==> config.mk <==
export PLATFORM = sky130hd
export DESIGN_NAME = axilite_regbank
export DESIGN_NICKNAME = d
export VERILOG_FILES = /design/src/rtl/axilite_regbank.sv
export SDC_FILE = /design/constraint.sdc
export NUM_CORES = 1
export LEC_CHECK = 0
export ABC_CLOCK_PERIOD_IN_PS = 2700
export CORE_MARGIN = 4
export CORE_UTILIZATION = 50
export CTS_BUF_LIST = sky130_fd_sc_hd__clkbuf_2 sky130_fd_sc_hd__clkbuf_4 sky130_fd_sc_hd__clkbuf_8
export DETAILED_ROUTE_END_ITERATION = 8
export DONT_BUFFER_PORTS = 1
export PLACE_DENSITY_LB_ADDON = 0.08
export REMOVE_ABC_BUFFERS = 1
export SLEW_MARGIN = 10
export SYNTH_ARGS = -nofsm -noshare
export SYNTH_HDL_FRONTEND = slang
export SYNTH_SLANG_ARGS = --single-unit
==> constraint.sdc <==
create_clock -name aclk -period 2.7 [get_ports aclk]
set_clock_uncertainty 0.2 [all_clocks]
set_input_delay 0.54 -clock aclk [delete_from_list [all_inputs] [get_ports aclk]]
set_output_delay 0.54 -clock aclk [all_outputs]
set_load 0.05 [all_outputs]
==> src/rtl/axilite_regbank.sv <==
// axilite_regbank: AXI4-Lite slave exposing NUM_REGS read/write registers.
//
// Parameters:
//   ADDR_WIDTH - AXI address width
//   DATA_WIDTH - data width (32 or 64)
//   NUM_REGS   - number of registers (2..256)
//   DATA_RESET - reset value of every register
//   ID_WIDTH   - transaction ID width
//
// Ports:
//   aclk, aresetn                    - clock, asynchronous active-low reset
//   awaddr/awvalid/awready/awid      - write address channel
//   wdata/wstrb/wvalid/wready        - write data channel
//   bresp/bvalid/bready/bid          - write response channel
//   araddr/arvalid/arready/arid      - read address channel
//   rdata/rresp/rvalid/rready/rid    - read data channel
//   reg_q                            - all registers, reg i at [i*DATA_WIDTH +: DATA_WIDTH]
//   reg_wr                           - one-cycle pulse per register on a committed write
//
// Build option:
//   AXILITE_REGBANK_DECERR_EN - when defined, out-of-range accesses answer
//   DECERR; otherwise they answer OKAY (writes dropped, reads return 0).
module axilite_regbank #(
  parameter int unsigned           ADDR_WIDTH = 32,
  parameter int unsigned           DATA_WIDTH = 32,
  parameter int unsigned           NUM_REGS   = 8,
  parameter logic [DATA_WIDTH-1:0] DATA_RESET = '0,
  parameter int unsigned           ID_WIDTH   = 4
) (
  input  logic                           aclk,
  input  logic                           aresetn,
  input  logic [ADDR_WIDTH-1:0]          awaddr,
  input  logic                           awvalid,
  output logic                           awready,
  input  logic [ID_WIDTH-1:0]            awid,
  input  logic [DATA_WIDTH-1:0]          wdata,
  input  logic [DATA_WIDTH/8-1:0]        wstrb,
  input  logic                           wvalid,
  output logic                           wready,
  output logic [1:0]                     bresp,
  output logic                           bvalid,
  input  logic                           bready,
  output logic [ID_WIDTH-1:0]            bid,
  input  logic [ADDR_WIDTH-1:0]          araddr,
  input  logic                           arvalid,
  output logic                           arready,
  input  logic [ID_WIDTH-1:0]            arid,
  output logic [DATA_WIDTH-1:0]          rdata,
  output logic [1:0]                     rresp,
  output logic                           rvalid,
  input  logic                           rready,
  output logic [ID_WIDTH-1:0]            rid,
  output logic [NUM_REGS*DATA_WIDTH-1:0] reg_q,
  output logic [NUM_REGS-1:0]            reg_wr
);

  localparam int unsigned STRB_W = DATA_WIDTH / 8;
  localparam int unsigned LSB    = $clog2(STRB_W);
  localparam int unsigned IDX_W  = $clog2(NUM_REGS);
  localparam int unsigned HI_SH  = LSB + IDX_W;

  localparam logic [1:0] RESP_OKAY = 2'b00;
`ifdef AXILITE_REGBANK_DECERR_EN
  localparam logic [1:0] RESP_OOR  = 2'b11;
`else
  localparam logic [1:0] RESP_OOR  = 2'b00;
`endif

  typedef enum logic {W_IDLE, W_RESP} wstate_e;
  typedef enum logic {R_IDLE, R_RESP} rstate_e;

  function automatic logic [IDX_W-1:0] addr_idx(input logic [ADDR_WIDTH-1:0] a);
    return a[LSB +: IDX_W];
  endfunction

  // Out of range: index past the last register, or any bit above the index field set.
  function automatic logic addr_oor(input logic [ADDR_WIDTH-1:0] a);
    logic [ADDR_WIDTH-1:0] hi;
    hi = a >> HI_SH;
    return (32'(addr_idx(a)) >= NUM_REGS) || (hi != '0);
  endfunction

  // Ready outputs stay low until the first clock edge after reset release.
  logic                  rdy_en_q, rdy_en_d;

  wstate_e               wstate_q, wstate_d;
  logic                  aw_got_q, aw_got_d;
  logic                  w_got_q, w_got_d;
  logic [IDX_W-1:0]      aw_idx_q, aw_idx_d;
  logic                  aw_oor_q, aw_oor_d;
  logic [ID_WIDTH-1:0]   awid_q, awid_d;
  logic [DATA_WIDTH-1:0] wdata_q, wdata_d;
  logic [STRB_W-1:0]     wstrb_q, wstrb_d;
  logic                  bvalid_q, bvalid_d;
  logic [1:0]            bresp_q, bresp_d;
  logic [ID_WIDTH-1:0]   bid_q, bid_d;
  logic [NUM_REGS-1:0]   reg_wr_q, reg_wr_d;
  logic [DATA_WIDTH-1:0] regs_q [NUM_REGS];
  logic [DATA_WIDTH-1:0] regs_d [NUM_REGS];

  rstate_e               rstate_q, rstate_d;
  logic                  rvalid_q, rvalid_d;
  logic [1:0]            rresp_q, rresp_d;
  logic [ID_WIDTH-1:0]   rid_q, rid_d;
  logic [DATA_WIDTH-1:0] rdata_q, rdata_d;

  assign awready = rdy_en_q && (wstate_q == W_IDLE) && !aw_got_q;
  assign wready  = rdy_en_q && (wstate_q == W_IDLE) && !w_got_q;
  assign arready = rdy_en_q && (rstate_q == R_IDLE);
  assign bvalid  = bvalid_q;
  assign bresp   = bresp_q;
  assign bid     = bid_q;
  assign rvalid  = rvalid_q;
  assign rresp   = rresp_q;
  assign rid     = rid_q;
  assign rdata   = rdata_q;
  assign reg_wr  = reg_wr_q;

  always_comb begin
    reg_q = '0;
    for (int unsigned i = 0; i < NUM_REGS; i++) begin
      reg_q[i*DATA_WIDTH +: DATA_WIDTH] = regs_q[i];
    end
  end

  // Write path: AW and W are latched independently; the commit happens one
  // cycle after both are held, which also raises bvalid.
  always_comb begin
    rdy_en_d = 1'b1;
    wstate_d = wstate_q;
    aw_got_d = aw_got_q;
    w_got_d  = w_got_q;
    aw_idx_d = aw_idx_q;
    aw_oor_d = aw_oor_q;
    awid_d   = awid_q;
    wdata_d  = wdata_q;
    wstrb_d  = wstrb_q;
    bvalid_d = bvalid_q;
    bresp_d  = bresp_q;
    bid_d    = bid_q;
    reg_wr_d = '0;
    for (int unsigned i = 0; i < NUM_REGS; i++) begin
      regs_d[i] = regs_q[i];
    end

    case (wstate_q)
      W_IDLE: begin
        if (aw_got_q && w_got_q) begin
          if (!aw_oor_q) begin
            for (int unsigned i = 0; i < NUM_REGS; i++) begin
              if (aw_idx_q == IDX_W'(i)) begin
                reg_wr_d[i] = 1'b1;
                for (int unsigned b = 0; b < STRB_W; b++) begin
                  if (wstrb_q[b]) begin
                    regs_d[i][b*8 +: 8] = wdata_q[b*8 +: 8];
                  end
                end
              end
            end
          end
          bresp_d  = aw_oor_q ? RESP_OOR : RESP_OKAY;
          bid_d    = awid_q;
          bvalid_d = 1'b1;
          aw_got_d = 1'b0;
          w_got_d  = 1'b0;
          wstate_d = W_RESP;
        end else begin
          if (awvalid && awready) begin
            aw_got_d = 1'b1;
            aw_idx_d = addr_idx(awaddr);
            aw_oor_d = addr_oor(awaddr);
            awid_d   = awid;
          end
          if (wvalid && wready) begin
            w_got_d = 1'b1;
            wdata_d = wdata;
            wstrb_d = wstrb;
          end
        end
      end
      W_RESP: begin
        if (bready) begin
          bvalid_d = 1'b0;
          wstate_d = W_IDLE;
        end
      end
      default: wstate_d = W_IDLE;
    endcase
  end

  // Read path samples regs_q at the AR handshake, so a commit on the same
  // edge is not yet visible to the read.
  always_comb begin
    rstate_d = rstate_q;
    rvalid_d = rvalid_q;
    rresp_d  = rresp_q;
    rid_d    = rid_q;
    rdata_d  = rdata_q;

    case (rstate_q)
      R_IDLE: begin
        if (arvalid && arready) begin
          rvalid_d = 1'b1;
          rid_d    = arid;
          rdata_d  = '0;
          if (addr_oor(araddr)) begin
            rresp_d = RESP_OOR;
          end else begin
            rresp_d = RESP_OKAY;
            for (int unsigned i = 0; i < NUM_REGS; i++) begin
              if (addr_idx(araddr) == IDX_W'(i)) begin
                rdata_d = regs_q[i];
              end
            end
          end
          rstate_d = R_RESP;
        end
      end
      R_RESP: begin
        if (rready) begin
          rvalid_d = 1'b0;
          rstate_d = R_IDLE;
        end
      end
      default: rstate_d = R_IDLE;
    endcase
  end

  always_ff @(posedge aclk or negedge aresetn) begin
    if (!aresetn) begin
      rdy_en_q <= 1'b0;
      wstate_q <= W_IDLE;
      aw_got_q <= 1'b0;
      w_got_q  <= 1'b0;
      aw_idx_q <= '0;
      aw_oor_q <= 1'b0;
      awid_q   <= '0;
      wdata_q  <= '0;
      wstrb_q  <= '0;
      bvalid_q <= 1'b0;
      bresp_q  <= '0;
      bid_q    <= '0;
      reg_wr_q <= '0;
      for (int unsigned i = 0; i < NUM_REGS; i++) begin
        regs_q[i] <= DATA_RESET;
      end
      rstate_q <= R_IDLE;
      rvalid_q <= 1'b0;
      rresp_q  <= '0;
      rid_q    <= '0;
      rdata_q  <= '0;
    end else begin
      rdy_en_q <= rdy_en_d;
      wstate_q <= wstate_d;
      aw_got_q <= aw_got_d;
      w_got_q  <= w_got_d;
      aw_idx_q <= aw_idx_d;
      aw_oor_q <= aw_oor_d;
      awid_q   <= awid_d;
      wdata_q  <= wdata_d;
      wstrb_q  <= wstrb_d;
      bvalid_q <= bvalid_d;
      bresp_q  <= bresp_d;
      bid_q    <= bid_d;
      reg_wr_q <= reg_wr_d;
      for (int unsigned i = 0; i < NUM_REGS; i++) begin
        regs_q[i] <= regs_d[i];
      end
      rstate_q <= rstate_d;
      rvalid_q <= rvalid_d;
      rresp_q  <= rresp_d;
      rid_q    <= rid_d;
      rdata_q  <= rdata_d;
    end
  end

endmodule

Yosys cells after proc, flatten, opt, wreduce, memory -nomap -nowiden
Index checks and enable logic that the tools add are counted.
{"block": "classes", "n_eq_ne": 18, "muxes": 36, "bitwise_logic": 4, "reduce_logical": 56}
{"op": "$mux 32", "n": 9}
{"op": "$reduce_and 5->1", "n": 32}
{"op": "$reduce_bool 32->1", "n": 2}
{"op": "$eq 3x3->1 const B", "n": 8}
{"op": "$mux 8", "n": 3}
{"op": "$mux 1", "n": 20}
{"op": "$eq 3x2->1 const B", "n": 4}
{"op": "$reduce_and 2->1", "n": 6}
{"op": "$logic_and 1x1->1", "n": 8}
{"op": "$pmux 1 s2", "n": 4}
{"op": "$eq 3x1->1 const B", "n": 2}
{"op": "$logic_not 3->1", "n": 2}
{"op": "$reduce_and 3->1", "n": 2}
{"op": "$ne 2x1->1 const B", "n": 2}
{"op": "$ne 2x2->1 const B", "n": 2}
{"op": "$not 1->1", "n": 4}
{"op": "$reduce_bool 2->1", "n": 2}
{"op": "$logic_not 1->1", "n": 2}
{"block": "totals", "reg_bits": 355, "inputBits": 115, "output_inout_bits": 313, "elab_cells": 162}

Depth between registers and ports, before layout
Gate-level depths: netlist of the first run.
{"block": "depth", "ltp_word": 10, "depth_mapped": 7, "depth_no_buf": 4}

Worst setup path after synthesis of the first run
No wires, ideal clock.
{"block": "synth_timing", "path_kind": "register to register", "from": "register wstate_q", "to": "register wdata_q[10]", "setup_time_ns": 0.125, "arrival_ns": 2.187, "required_time_ns": 2.375, "setup_slack_ns": 0.188, "path_stages_with_launch": 7, "cell_sequence": "dfrtp_1 > nand2b_1 > nor2_1 > and2_1 > buf_2 > buf_2 > mux2_2"}
{"block": "synth_via", "elab_chain_cells": 5}
{"item": "start, declared", "line_no": "86", "source": "wstate_e wstate_q, wstate_d;"}
{"item": "start signal, assigned", "line_no": "254", "source": "wstate_q <= wstate_d;"}
{"item": "$not 1->1 (no source line)"}
{"item": "$logic_and 1x1->1 (2 in series)", "line_no": "108", "source": "assign wready = rdy_en_q && (wstate_q == W_IDLE) && !w_got_q;"}
{"item": "via wready", "line_no": "39", "source": "output logic wready,"}
{"item": "$logic_and 1x1->1", "line_no": "174", "source": "if (wvalid && wready) begin"}
{"item": "$reduce_and 3->1 (no source line)"}
{"item": "end signal, assigned", "line_no": "260", "source": "wdata_q <= wdata_d;"}
{"item": "end, declared", "line_no": "92", "source": "logic [DATA_WIDTH-1:0] wdata_q, wdata_d;"}
The timed path passes the listed nets, and every way through them passes these cells.
A chain may end at the register's enable or synchronous reset.

Worst setup path after layout of the first run
{"block": "layout_timing", "from": "register rstate_q", "to": "register rdata_q[29] (netlist: rdata[29])"}
{"block": "layout_via", "elab_chain_cells": 4}
{"item": "start, declared", "line_no": "101", "source": "rstate_e rstate_q, rstate_d;"}
{"item": "start signal, assigned", "line_no": "269", "source": "rstate_q <= rstate_d;"}
{"item": "$not 1->1 (no source line) (*)"}
{"item": "$logic_and 1x1->1", "line_no": "109", "source": "assign arready = rdy_en_q && (rstate_q == R_IDLE);"}
{"item": "$logic_and 1x1->1", "line_no": "202", "source": "if (arvalid && arready) begin"}
{"item": "$reduce_and 2->1 (no source line) (*)"}
{"item": "end signal, assigned", "line_no": "273", "source": "rdata_q <= rdata_d;"}
{"item": "end, declared", "line_no": "105", "source": "logic [DATA_WIDTH-1:0] rdata_q, rdata_d;"}
Mark *: on every way between the ends. The rest lies on a longest branch, timed or not.

==> results.md, run 1 <==
- Result of the run: finished with violations
- Failing checks: hold timing, slew limit
- Tmin final: 2570 ps
- Portion of synthesized cell area occupied by the leading cell type: 0.551
- Clock tree from TritonCTS: yes
- Unique cell type count in the Yosys netlist: 41
- Via-to-Cell Ratio: 6.11
- Most numerous cell in the Yosys netlist: sky130_fd_sc_hd__dfrtp_1
- Setup Fix Bufs, Post-CTS: 0
- Area occupied by multi-input gates: 6850 um2
- Kind of start point of the critical path: flip-flop
- Filler Cells Inserted: 2629
- Area grow syn2layout: 13.9%
- Number of antenna violations at the first check in global routing: 1
- Count of routing violations after the opening detailed-route iteration: 628
- Leakage power of the design: 8.82 nW
- Starting utilization of the core area: 0.509
- Critical path arrival: 2910 ps
- Setup Crit Path Kind: reg -> reg
- ANT nets after route: 0
- Cell count after placement: 1528
- Post-place instance area: 16500 um2
- CTS Buf Count: 59
- Final standard cell area without fillers: 18400 um2
- Pwr Total: 14.0 mW
- Worst slew margin relative to its limit: -0.0831
- Total Routed Length: 49.1 mm
- Sequential share of the synthesized area: 0.551
- Port Buf Inserts: 0
- Die Span X: 188 um
- Sequential Area: 8880 um2
- First-pass iteration count of the detailed router: 5
- CTS Root Buffer Type: sky130_fd_sc_hd__clkbuf_8
- Final Hold Viols: 355
- Most instantiated cells after synthesis: sky130_fd_sc_hd__dfrtp_1, sky130_fd_sc_hd__mux2_2, sky130_fd_sc_hd__mux2i_1
- Hold-fix buffers at CTS: 55
- Overall Global Routing Usage: 0.272
- Power density relative to cell area: 764 nW/um2
- Final #Nets: 1357
- Type of element capturing the critical path: flip-flop
- Yosys Warn Count: 0
- Top cells by area, synth: sky130_fd_sc_hd__dfrtp_1, sky130_fd_sc_hd__mux2_2, sky130_fd_sc_hd__mux2i_1
- Wire length of the first global-routing pass: 72.0 mm
- RSZ-0062 raised after global routing: no
- Worst Path Required: 3030 ps
- Final weighted congestion in routability-driven placement: 0.756
- Total Die Area: 35200 um2
- Dominant synthesized flop cell: sky130_fd_sc_hd__dfrtp_1
- Average routed wire per standard cell: 29.1 um
- Number of placement rows: 65
- Post-route DRC: 0
- Gate count of the mapped netlist: 1170
- TritonCTS Sinks: 355
- Worst ir drop on vdd: 0.467 mV
- Final instance count without filler cells: 1686
- Proportion of layout cells with a drive suffix above 1: 0.371
- HPWL after DPL: 29.1 mm
- Source-to-sink clock delay at the later pin of the worst-skew pair: 590 ps
- Total standard cell area after synthesis: 16100 um2
- Number of enable flip-flop cells after synthesis: 0
- Via count of the first global-routing pass: 10600
- Final-layout worst hold slack: -557 ps
- IO Count: 428
- Clock input transition at the sequential cells of the worst setup and hold paths: 60 ps
- Total overflow reported by the global router: 0
- Number of pins with negative max-slew slack in the final report: 128
- Top cell type by total area after synthesis: sky130_fd_sc_hd__dfrtp_1
- Via Count: 10300
- Share of flip-flops with an asynchronous set or reset after synthesis: 1.00
- Max H-tree Level: 2
- Number of maximum-capacitance constraint violations: 0
- Worst min-delay path category: in -> async
- Number of synthesized register bits: 355
- Launch point of the worst reg-to-reg path: rstate_q
- Worst setup path startpoint: rstate_q
- Critical-path maximum fanout: 15
- Transition time at the pin with the least slew margin: 1620 ps
- Mean area per synthesized cell: 13.8 um2
- Maximum achievable frequency: 389 MHz
- DIE HEIGHT: 188 um
- Clock Path Buffers: 3
- Final setup violation count: 0
- Std-Cell Core Area: 31700 um2
- Fin crit share: 0.952
- Largest net degree at the start of global routing: 356
-- cell usage in the layout, fill, tap and decap left out, types with 21 or more instances in the layout --
master / netlist / final
sky130_fd_sc_hd__nand2_2: 20 / 21
sky130_fd_sc_hd__inv_1: 31 / 31
sky130_fd_sc_hd__mux2i_1: 91 / 91
sky130_fd_sc_hd__o31ai_1: 30 / 30
sky130_fd_sc_hd__dlygate4sd3_1: 0 / 53
sky130_fd_sc_hd__o221ai_1: 27 / 27
sky130_fd_sc_hd__nand2_1: 79 / 78
sky130_fd_sc_hd__dfrtp_1: 355 / 355
sky130_fd_sc_hd__mux4_2: 29 / 29
sky130_fd_sc_hd__clkbuf_4: 0 / 21
sky130_fd_sc_hd__mux2_2: 291 / 291
sky130_fd_sc_hd__clkbuf_8: 0 / 77
sky130_fd_sc_hd__nor2_1: 34 / 34
sky130_fd_sc_hd__a2bb2oi_1: 28 / 28
-- metal layers --
| layer | GRT usage | vias up | routed length [um] |
|---|---|---|---|
| met5 | 0 | - | 0 |
| met1 | 0.347 | 5358 | 19300 |
| met3 | 0.109 | 67 | 5290 |
| li1 | - | 4445 | - |
| met4 | 0.0610 | 0 | 859 |
| met2 | 0.442 | 432 | 23700 |
-- final cells by class --
cell class | instances | share of cell area
Antenna cell | 2 | 0.000272
Sequential cell | 355 | 0.483
Tap cell | 402 | 0.0274
Clock inverter | 3 | 0.00218
Clock buffer | 98 | 0.0662
Multi-Input combinational cell | 722 | 0.373
Inverter | 31 | 0.00633
Timing Repair Buffer | 73 | 0.0415
-- cell families (layout without fill, tap and decap cells) --
family,Yosys count,after routing,share of synthesized area
DFF,355,355,0.551
other,2,7,0.000465
buffers and inverters,96,205,0.0266
and+or+nand+nor,183,183,0.0589
muxes,427,427,0.311
AOI/OAI and AO/OA,107,107,0.0524
-- worst max-delay path, stage by stage, from the launching register on --
cell,delay (ps)
sky130_fd_sc_hd__dfrtp_1,410
sky130_fd_sc_hd__nand3b_1,310
sky130_fd_sc_hd__and4b_2,440
sky130_fd_sc_hd__nand2_2,80
sky130_fd_sc_hd__buf_4,240
sky130_fd_sc_hd__o31ai_1,260
sky130_fd_sc_hd__dlygate4sd3_1,570
-- final timing paths --
check	end	slack, ps	cells past startpoint
max	rdata[29]	130	6
min	rid[3]	-560	0
max reg2reg	rdata[29]	130	6
min reg2reg	bid[1]	300	1
max in group asynchronous	rdata[6]	1550	0
min in group aclk	rdata[3]	50	2
-- registers in the layout, summed over array words and instances, names as in the netlist, 3 cells and up --
register / count
rid: 4
wstrb_q: 4
wdata_q: 32
awid_q: 4
aw_idx_q: 3
reg_wr: 8
reg_q: 256
rdata: 32
bid: 4
-- power by group --
group / total, mW / internal [mW] / switching [mW]
Combinational: 1.33 / 0.797 / 0.534
Clock: 4.99 / 2.90 / 2.09
Sequential: 7.73 / 5.89 / 1.84
-- timing repair --
item,in CTS,in global routing
setup endpoints to repair,0,1
resized for setup,0,1
hold endpoints to repair,437,355
-- metrics by stage --
stage | setup WS, ps | TNS, ps | util
after floorplan | -274 | -10670 | -
after global placement | 233 | 0 | 0.521
after detailed placement | 227 | 0 | 0.521
after CTS | 115 | 0 | 0.579
after global routing | 35.0 | 0 | 0.579
final | 129 | 0 | 0.579
Note: power is estimated with default switching activity, not from simulation.
==> run 2, diff against run 1 <==
==> constraint.sdc (replaced) <==
create_clock -name aclk -period 2.7 [get_ports aclk]
set_clock_uncertainty 0.2 [all_clocks]
set_input_delay 0.135 -clock aclk [delete_from_list [all_inputs] [get_ports aclk]]
set_output_delay 0.135 -clock aclk [all_outputs]
set_load 0.05 [all_outputs]
==> run 2 against run 1 <==
  * The run ends with hold timing left
  * Sequential power hardly changed
  * Via count rose by 2.2%
  * Sequential share of layout area shrank 1.6 points
  * Final cell count rose by 4.0%
  * Sequential cell count is the same
  * Clock power hardly changed
  * Global-route usage down 0.65 points
  * Wire length decreased by 1.6%
  * Critical path depth shrank 1
  * Hold slack worse by 410 ps
  * Design area is 3.7% higher
  * Critical endpoint is now rdata[11]
==> results.md, run 2 (synthesis gave the netlist of run 1 again) <==
- Fin crit share: 0.966 (+0.0133)
- Largest net degree at the start of global routing: 356 (unchanged)
- Filler Cells Inserted: 2570 (-2.2%)
- IO Count: 428 (unchanged)
- TritonCTS Sinks: 355 (unchanged)
- Leakage power of the design: 9.09 nW (+3.1%)
- Via Count: 10500 (+2.2%)
- Part of the power in the clock network: 0.344 (-0.011)
- Number of pins with negative max-slew slack in the final report: 0 (-100%)
- Maximum achievable frequency: 384 MHz (-1.4%)
- Worst min-delay path category: in -> async
- Proportion of layout cells with a drive suffix above 1: 0.373 (+0.00254)
- Type of element capturing the critical path: flip-flop
- Count of routing violations after the opening detailed-route iteration: 509 (-19%)
- Switching power: 4.61 mW (+3.3%)
- Wire length of the first global-routing pass: 71.1 mm (-1.3%)
- Total Routed Length: 48.4 mm (-1.6%)
- Average routed wire per standard cell: 27.6 um (-5.4%)
- Final setup violation count: 0 (unchanged)
- Overall Global Routing Usage: 0.265 (-0.00648)
- CTS Root Buffer Type: sky130_fd_sc_hd__clkbuf_8
- Total overflow reported by the global router: 0 (unchanged)
- Final weighted congestion in routability-driven placement: 0.748 (-1.1%)
- Switching share of power: 0.318 (+0.000399)
- Worst Path Required: 3060 ps (+30 ps)
- Total Die Area: 35200 um2 (unchanged)
- Starting utilization of the core area: 0.509 (unchanged)
- Final #Nets: 1417 (+4.4%)
- Tmin final: 2610 ps (+35.8 ps)
- Via count of the first global-routing pass: 10800 (+1.8%)
- Power density relative to cell area: 761 nW/um2 (-0.45%)
- Die Span X: 188 um (unchanged)
- DIE HEIGHT: 188 um (unchanged)
- Port Buf Inserts: 0 (unchanged)
- Final Hold Viols: 355 (unchanged)
- Internal Dissipation: 9.89 mW (+3.1%)
- Clock tree from TritonCTS: yes
- Power share of the combinational group: 0.122 (+0.027)
- Via-to-Cell Ratio: 6.00 (-1.8%)
- Clock input transition at the sequential cells of the worst setup and hold paths: 60 ps (about the same)
- Transition time at the pin with the least slew margin: 1020 ps (-602 ps)
- Setup Fix Bufs, Post-CTS: 0 (unchanged)
- Flop-to-flop setup slack: 90 ps (-40 ps)
- Number of flip-flops in the largest register: 256 (unchanged)
- Number of maximum-capacitance constraint violations: 0 (unchanged)
- Max H-tree Level: 2 (unchanged)
- Commonest non-fill, non-tap cell in the layout: sky130_fd_sc_hd__dfrtp_1
- Post-route DRC: 0 (unchanged)
- Failing checks: hold timing
- Area grow syn2layout: 18.1%
- Critical-path maximum fanout: 4 (-11)
- CTS Buf Count: 58 (-1.7%)
- Source-to-sink clock delay at the later pin of the worst-skew pair: 620 ps (+30 ps)
- Highest-count cells in the layout ignoring fill and taps: sky130_fd_sc_hd__dfrtp_1, sky130_fd_sc_hd__mux2_2, sky130_fd_sc_hd__dlygate4sd3_1
- Worst ir drop on vdd: 0.453 mV (-3.1%)
- HPWL after DPL: 29.1 mm (about the same)
- RSZ-0062 raised after global routing: no
- Hold-fix buffers at CTS: 121 (+120%)
- Setup Crit Path Kind: reg -> reg
- Final-layout worst hold slack: -967 ps (-410 ps)
- Seq pwr share: 0.533 (-0.017)
- Critical path arrival: 2970 ps (+60 ps)
- Number of antenna violations at the first check in global routing: 2 (+1)
- ANT nets after route: 0 (unchanged)
- Summed negative setup slack over all endpoints: 0 ps (unchanged)
- Final core utilization: 0.601 (+0.0213)
- Number of placement rows: 65 (unchanged)
- Clock Path Buffers: 3 (unchanged)
- Kind of start point of the critical path: flip-flop
- First-pass iteration count of the detailed router: 5 (unchanged)
- Std-Cell Core Area: 31700 um2 (unchanged)
- Worst slew margin relative to its limit: 0.318 (+0.401)
- Result of the run: finished with violations
[run 2: changes by cell type in the layout (fill, tap and decap cells not counted), sizes merged]
cell         delta
bufinv          -1
dlygate4sd3    +64
buf             -4
diode           -1
clkbuf          +8
clkinv          +2
[run 2: power by group through the flow]
stage	combinational (mW)	clock, mW	sequential (mW)
after floorplan	1.03	0	7.44
after global placement	1.18	0	7.80
after detailed placement	1.21	0	7.82
after CTS	1.76	5.11	7.72
after global routing	1.91	5.36	7.86
final	1.78	4.99	7.73
[run 2: cell type report]
class                           instances  area, um2  area share
Sequential cell                       355       8910       0.468
Clock buffer                          105       1250      0.0657
Inverter                               31        116     0.00611
Timing Repair Buffer                  134       1400      0.0734
Clock inverter                          4       20.0     0.00105
Tap cell                              402        503      0.0264
Antenna cell                            1       2.50    0.000131
Multi-Input combinational cell        722       6850       0.359
[run 2: critical path: stages (launching register included)]
cell and delay (ps):
sky130_fd_sc_hd__dfrtp_1 700, sky130_fd_sc_hd__a2bb2oi_1 230, sky130_fd_sc_hd__dlygate4sd3_1 580, sky130_fd_sc_hd__nor2_1 40, sky130_fd_sc_hd__o31ai_1 230, sky130_fd_sc_hd__dlygate4sd3_1 570
[run 2: stage by stage]
| step | total power, mW | area [um2] | setup slack [ps] | cells |
|---|---|---|---|---|
| after floorplan | 8.47 | 15800 | -274 | 1108 |
| after global placement | 8.98 | 16500 | 241 | 1524 |
| after detailed placement | 9.03 | 16500 | 237 | 1524 |
| after CTS | 14.6 | 19000 | 21.3 | 1754 |
| after global routing | 15.1 | 19100 | 15.6 | 1754 |
| final | 14.5 | 19100 | 93.1 | 1754 |
[run 2: path summary, 6_finish.rpt]
check,start,endpoint,cells after the start
max reg2reg,reg_q[11],rdata[11],5
min reg2reg,awid_q[3],bid[3],1
min,aresetn,rid[3],0
max in group asynchronous,aresetn,reg_q[91],0
max,reg_q[11],rdata[11],5
min in group aclk,wstrb[1],wstrb_q[1],2
[run 2: per-layer routing]
layer,GRT usage,wire [um]
met3,0.111,4910
met1,0.330,19300
met4,0.0723,1130
met2,0.431,23000
met5,0,7
[run 2: what timing repair did]
| action | CTS | global route |
|---|---|---|
| endpoints found under the setup margin | 0 | 11 |
| resized for setup | 0 | 27 |
| hold endpoints to repair | 441 | 355 |
